### src/rtl/reset_sequencer.sv
// Boot sequencer: holds the core in reset, clears the register file one entry
// per cycle, then releases the core on a debounced start code.
module reset_sequencer #(
  parameter int          HOLD_CYCLES = 16,
  parameter int          NUM_REGS    = 16,
  parameter int          ADDR_W      = 4,
  parameter logic [15:0] START_CODE  = 16'h000F,
  parameter logic [15:0] RESET_CODE  = 16'h0011,
  parameter int          DEBOUNCE    = 4
) (
  input  logic              clk,
  input  logic              reset_in,
  input  logic [15:0]       input_data,
  output logic              core_reset,
  output logic              rf_clr_we,
  output logic [ADDR_W-1:0] rf_clr_addr,
  output logic [1:0]        state,
  output logic              busy
);

  localparam int CNT_MAX = (HOLD_CYCLES > NUM_REGS) ? HOLD_CYCLES : NUM_REGS;
  localparam int CNT_W0  = $clog2(CNT_MAX + 1);
  localparam int CNT_W   = (CNT_W0 > ADDR_W) ? CNT_W0 : ADDR_W;
  localparam int DB_W    = $clog2(DEBOUNCE + 1);

  localparam logic [CNT_W-1:0] HOLD_LAST = CNT_W'(HOLD_CYCLES);
  localparam logic [CNT_W-1:0] CLR_LAST  = CNT_W'(NUM_REGS - 1);
  localparam logic [DB_W-1:0]  DB_MAX    = DB_W'(DEBOUNCE);

  typedef enum logic [1:0] {
    S_HOLD  = 2'b00,
    S_CLEAR = 2'b01,
    S_WAIT  = 2'b10,
    S_RUN   = 2'b11
  } state_t;

  state_t            st, st_nxt;
  logic [CNT_W-1:0]  cnt, cnt_nxt;
  logic [DB_W-1:0]   db_cnt, db_nxt, db_run;
  logic [15:0]       prev_data;
  logic [15:0]       code_sel;
  logic              core_reset_nxt, we_nxt, busy_nxt;
  logic [ADDR_W-1:0] addr_nxt;

  always_ff @(posedge clk or negedge reset_in) begin
    if (!reset_in) begin
      st          <= S_HOLD;
      cnt         <= '0;
      db_cnt      <= '0;
      prev_data   <= '0;
      core_reset  <= 1'b1;
      rf_clr_we   <= 1'b0;
      rf_clr_addr <= '0;
      busy        <= 1'b1;
    end else begin
      st          <= st_nxt;
      cnt         <= cnt_nxt;
      db_cnt      <= db_nxt;
      prev_data   <= input_data;
      core_reset  <= core_reset_nxt;
      rf_clr_we   <= we_nxt;
      rf_clr_addr <= addr_nxt;
      busy        <= busy_nxt;
    end
  end

  // db_run counts consecutive cycles the watched code has been present,
  // restarting at 1 when it first appears and saturating at DEBOUNCE.
  always_comb begin
    st_nxt   = st;
    cnt_nxt  = cnt;
    db_nxt   = '0;
    code_sel = (st == S_RUN) ? RESET_CODE : START_CODE;
    if (input_data != code_sel)
      db_run = '0;
    else if (input_data != prev_data)
      db_run = DB_W'(1);
    else if (db_cnt == DB_MAX)
      db_run = db_cnt;
    else
      db_run = db_cnt + DB_W'(1);

    case (st)
      S_HOLD: begin
        if (cnt == HOLD_LAST) begin
          st_nxt  = S_CLEAR;
          cnt_nxt = '0;
        end else begin
          cnt_nxt = cnt + CNT_W'(1);
        end
      end
      S_CLEAR: begin
        if (cnt == CLR_LAST) begin
          st_nxt  = S_WAIT;
          cnt_nxt = '0;
        end else begin
          cnt_nxt = cnt + CNT_W'(1);
        end
      end
      S_WAIT: begin
        if (db_run == DB_MAX) st_nxt = S_RUN;
        else                  db_nxt = db_run;
      end
      S_RUN: begin
        if (db_run == DB_MAX) begin
          st_nxt  = S_HOLD;
          cnt_nxt = '0;
        end else begin
          db_nxt = db_run;
        end
      end
      default: begin
        st_nxt  = S_HOLD;
        cnt_nxt = '0;
      end
    endcase
  end

  // Outputs are decoded from the next state so they come out of registers.
  always_comb begin
    core_reset_nxt = (st_nxt != S_RUN);
    busy_nxt       = (st_nxt != S_RUN);
    we_nxt         = (st_nxt == S_CLEAR);
    addr_nxt       = we_nxt ? cnt_nxt[ADDR_W-1:0] : '0;
  end

  assign state = st;

endmodule

### config.mk
export PLATFORM = sky130hd
export DESIGN_NAME = reset_sequencer
export DESIGN_NICKNAME = d
export VERILOG_FILES = /design/src/rtl/reset_sequencer.sv
export SDC_FILE = /design/constraint.sdc
export NUM_CORES = 1
export LEC_CHECK = 0
export BUFFER_PORTS_ARGS = -buffer_cell sky130_fd_sc_hd__buf_2
export CAP_MARGIN = 20
export CELL_PAD_IN_SITES_DETAIL_PLACEMENT = 1
export CELL_PAD_IN_SITES_GLOBAL_PLACEMENT = 1
export CORE_UTILIZATION = 38
export CTS_CLUSTER_DIAMETER = 30
export DETAILED_ROUTE_END_ITERATION = 8
export HOLD_SLACK_MARGIN = 0.02
export PLACE_DENSITY_LB_ADDON = 0.08
export SETUP_SLACK_MARGIN = 0.15
export SYNTH_ARGS = -nofsm -noshare
export SYNTH_HDL_FRONTEND = slang
export SYNTH_SLANG_ARGS = --single-unit
### constraint.sdc
create_clock -name clk -period 1.8 [get_ports clk]
set_input_delay 0.45 -clock clk [delete_from_list [all_inputs] [get_ports clk]]
set_output_delay 0.45 -clock clk [all_outputs]
set_load 0.05 [all_outputs]
### Yosys cells after proc, flatten, opt, wreduce, memory -nomap -nowiden

Index checks and enable logic that the tools add are counted.

| word-level totals | value |
|---|---|
| input port bits | 18 |
| word-level logic and storage cells | 42 |
| register bits after elaboration | 32 |

| cells by class | value |
|---|---|
| reduce and logical (&&, ||, !) cells | 4 |
| $add $sub $neg | 2 |
| multiplexer cells | 16 |
| eq/ne operators | 12 |

Operators by type and width:

| kind | count |
|---|---|
| $mux W5 | 4 |
| $ne A16 B16 Y1 | 1 |
| $ne A16 B5 Y1 | 1 |
| $mux W3 | 5 |
| $pmux W5 S3 | 1 |
| $mux W2 | 4 |
| $pmux W2 S4 | 1 |
| $eq A3 B3 Y1 const B | 2 |
| $add A5 B1 Y5 const B | 1 |
| $eq A5 B4 Y1 const B | 1 |
| $eq A5 B5 Y1 const B | 1 |
| $eq A2 B1 Y1 const B | 2 |
| $eq A2 B2 Y1 const B | 2 |
| $mux W4 | 1 |
| $add A3 B1 Y3 const B | 1 |
| $reduce_bool A3 Y1 | 1 |
| $logic_not A2 Y1 | 1 |
| $ne A2 B1 Y1 const B | 1 |
| $ne A2 B2 Y1 const B | 1 |
| $reduce_and A2 Y1 | 1 |
| $reduce_or A2 Y1 | 1 |

### Logic depth before layout (Yosys ltp)

| logic depth | value |
|---|---|
| depth after elaboration | 9 |
| gate-level depth with buffers | 8 |
| gate-level depth less buffers | 8 |

### Worst setup path after synthesis

Ideal clock, no wire load.

| timing path | value |
|---|---|
| path kind | flip-flop to flip-flop |
| from | register db_cnt[0] |
| to | register st[0], in the netlist state[0] |
| setup time | 132 ps |
| setup slack | -115 ps |
| clock period less this slack | 1,915 ps |
| stages on the path, launching flop included | 7 |
| arrival time | 1,783 ps |
| data required time | 1,668 ps |
| cells stage by stage | dfrtp_1 -> inv_1 -> ha_1 -> or3_1 -> a21oi_1 -> a31oi_1 -> or3b_1 |

| on the way | value |
|---|---|
| word-level cells in the longest chain between the ends | 7 |
| elaborated cells between the ends (all ways) | 9 |
| those cells by class | 1 x add/sub; 2 x eq/ne; 6 x mux |

RTL lines:

| item | RTL line | source |
|---|---|---|
| start, declared | 39 | `logic [DB_W-1:0] db_cnt, db_nxt, db_run;` |
| start signal, assigned | 58 | `db_cnt <= db_nxt;` |
| $add A3 B1 Y3 / $eq A3 B3 Y1 (equally long branches) | 81, 78 |  |
| $mux W3 (*) | 78 | `else if (db_cnt == DB_MAX)` |
| $mux W3 (*) | 76 | `else if (input_data != prev_data)` |
| $mux W3 (*) | 74 | `if (input_data != code_sel)` |
| $eq A3 B3 Y1 (*) | 101, 105 |  |
| $mux W2 (on tied branches) | 105, 101 |  |
| $pmux W2 S4 (*) | 83 | `case (st)` |
| net st_nxt[0] | 37 | `state_t st, st_nxt;` |
| end signal, assigned | 56 | `st <= st_nxt;` |
| end, declared | 37 |  |

Mark *: on every way through the listed nets, which the timed path passes. The rest lies on a longest branch.
A chain may end at the register's enable or synchronous reset.

### Worst setup path after layout

Ends and elaborated chain as after synthesis.

==> impl_metrics.json <==
{
  "place_area_sq_um": 1834,
  "dr.pass1.iters": 3,
  "vias": 1184,
  "fmax_mhz": 525.8,
  "setup_viol": 5,
  "die_h_microns": 64.55,
  "criticalPathCategory": "flop to flop",
  "power.density_nw_per_um2": 698.3,
  "netlist_area_sq_um": 1486,
  "critPathMaxStageDelay_ns": 0.42,
  "rsz0062_at_grt": "yes",
  "crit_slowest_cell": "dfrtp_1",
  "fin_area_sq_um": 2057,
  "crit_chain": "inv_2 > ha_4 > nand2_4 > or3_4 > a21oi_4 > a31oi_1 > or3b_1",
  "r2r-end": "state[0]$_DFF_PN0_",
  "period_share_pct": 105.7,
  "dpl.hpwl_microns": 2841,
  "max-slew-margin-rel_pct": 70.08,
  "r2r_cells": 7,
  "routedWlPerCell_microns": 17.80,
  "layout_commonest_cell": "dfrtp_1",
  "ios": 27,
  "h-tree-depth": 2,
  "clk_pin_slew_ns": 0.07,
  "num-fill-cells": 421,
  "grt_usage_pct": 21.11,
  "yosysWarningCount": 0,
  "leakage_nw": 0.9272,
  "synth_nets": 157,
  "core_area_sq_um": 3716,
  "finalNetCount": 210,
  "synth-edff-count": 0,
  "final_cell_mix": "dfrtp_1 (29), buf_2 (26), buf_4 (19), xnor2_1 (16)",
  "synth_cell_types": 34,
  "post-place-ws_ns": -0.09966,
  "rrSetupSlack_ns": -0.10,
  "grt_pass1_vias": 1304,
  "critPathTopFamily": "simple AND/OR/NAND/NOR gates",
  "async_flop_share_pct": 100.0,
  "wirelength_microns": 4184,
  "tightest_slew_ns": 0.4488,
  "ir_worst_vdd_mv": 0.6337,
  "cts.sinks": 32,
  "crit_path_end_kind": "flop",
  "globalRouteOverflowTotal": 0,
  "ys_seq_area_share_pct": 53.96,
  "grt_max_degree": 18,
  "initial_core_util_pct": 40.00,
  "drive_gt1_share_pct": 43.85,
  "n_antenna_cell": 0,
  "hold_buffers": 0,
  "fp.dieW_microns": 64.55,
  "worstSkewPairLatency_ns": 0.28,
  "hold_viol": 0,
  "ys.flop_type": "dfrtp_1",
  "antenna_found_initial": 0,
  "first_iter_violations": 29,
  "via_per_inst": 5.038,
  "cts_buffers": 5,
  "place_congestion": 0.8001,
  "yosys_register_bits": 32,
  "fin_ws_ns": -0.1017,
  "drv_cap": 0,
  "fp-row-count": 22,
  "cts_tree": "built",
  "regArea_sq_um": 804.5,
  "clock_skew_ns": 0.002977,
  "violations": "setup timing",
  "grt_pass1_wl_microns": 6306,
  "worst_ep_arrival_time_ns": 2.06,
  "ant_nets": 0,
  "drc": 0,
  "clock_path_buffers": 2,
  "path_max_fanout": 3,
  "cp-start-kind": "flop",
  "root_buffer": "clkbuf_8",
  "avgSynthCellArea_sq_um": 11.18,
  "multi_input_area_sq_um": 735.7,
  "io_buffer_count": 26,
  "drv_slew": 0,
  "dieArea_sq_um": 4166,
  "cp_num_buf_inv": 1,
  "min_period_ns": 1.902,
  "reg2reg_from": "db_cnt[0]$_DFF_PN0_",
  "area_growth_pct": 38.38,
  "holdCritPathClass": "primary input to async pin",
  "status": "complete, but fails checks",
  "required_ns": 1.96,
  "syn-instance-count": 133
}
==> synth_stat cells, types with 2 or more instances <==
| cell type | count | area share, % |
|---|---|---|
| nand3_1 | 7 | 2.4 |
| nor4_1 | 2 | 0.84 |
| ha_1 | 6 | 5.1 |
| nor2_1 | 6 | 1.5 |
| inv_1 | 10 | 2.5 |
| xnor2_1 | 18 | 11 |
| a21oi_1 | 6 | 2.0 |
| nor4b_1 | 2 | 1.2 |
| nand4_1 | 6 | 2.5 |
| nand2b_1 | 2 | 0.84 |
| dfrtp_1 | 31 | 52 |
| buf_2 | 2 | 0.67 |
| nand2_1 | 8 | 2.0 |
| a221oi_1 | 3 | 1.8 |
| o21ai_0 | 3 | 1.0 |
| or3_1 | 2 | 0.84 |
| nand3b_1 | 2 | 1.0 |
==> worst reg2reg max path, cell delays in order (launching register included) <==
cell	delay [ns]
dfrtp_1	0.42
inv_2	0.08
ha_4	0.14
nand2_4	0.05
or3_4	0.38
a21oi_4	0.16
a31oi_1	0.13
or3b_1	0.41
==> report_power, final <==
| group | switching, W | total, W | internal [W] |
|---|---|---|---|
| combinational | 0.0000571 | 0.000110 | 0.0000531 |
| sequential | 0.0000102 | 0.000747 | 0.000737 |
| clock | 0.000274 | 0.000579 | 0.000305 |
| total | 0.000341 | 0.00144 | 0.00110 |
==> cells by family after synthesis <==
family / Yosys count / synth area share [%]
mux: 1 / 0.6734
fa+ha+maj: 6 / 5.050
buf+inv: 13 / 3.704
xor+xnor: 18 / 10.61
flops: 32 / 53.96
compound gates: 17 / 7.577
simple gates: 46 / 18.43
==> final cells by class <==
cell class,count,share of cell area (%)
clock buffer,6,4.015
clock inverter,2,0.4866
inverter,10,1.825
multi-input combinational,88,35.77
sequential,32,39.11
tap,48,2.920
timing repair buffer,49,15.88
==> worst max-delay path by stage <==
stage	from	to	slack, ns	depth (start not counted)
after floorplan	db_cnt[0]$_DFF_PN0_	state[0]$_DFF_PN0_	0.02	7
after global placement	input_data[8]	state[0]$_DFF_PN0_	-0.06	6
after detailed placement	input_data[8]	state[0]$_DFF_PN0_	-0.1	6
after CTS	db_cnt[0]$_DFF_PN0_	state[0]$_DFF_PN0_	-0.05	7
after global routing	db_cnt[0]$_DFF_PN0_	state[0]$_DFF_PN0_	-0.14	7
final	db_cnt[0]$_DFF_PN0_	state[0]$_DFF_PN0_	-0.10	7
==> sequential cells by signal, indices dropped and copies added (netlist names) <==
register	cells
rf_clr_addr	4
busy	1
state	2
prev_data	16
rf_clr_we	1
db_cnt	3
cnt	5
==> through the flow <==
stage                     hold slack, ns  util, %  total power, W   TNS, ns  instances
after floorplan                   0.1544        -       0.0007975         0        133
after global placement            0.4166    49.36       0.0008623   -0.2544        220
after detailed placement          0.4221    49.36       0.0008678   -0.5141        220
after CTS                         0.1117    53.27        0.001455  -0.06828        230
after global routing              0.1145    55.35        0.001497   -0.5701        235
final                             0.1033    55.35        0.001436   -0.1739        235
==> layer usage <==
layer | wire (microns) | track usage [%] | vias to the layer above
met5 | 0 | 0 | -
met4 | 81 | 10.00 | 0
met3 | 114 | 6.338 | 7
met2 | 2257 | 38.03 | 18
met1 | 1731 | 22.28 | 597
li1 | - | - | 562
==> what timing repair did <==
item	CTS	global route
resized for setup	12	7
endpoints found under the setup margin	9	11
pin swaps	4	3
setup buffers	2	5
Power figures use the tool's default switching activity.
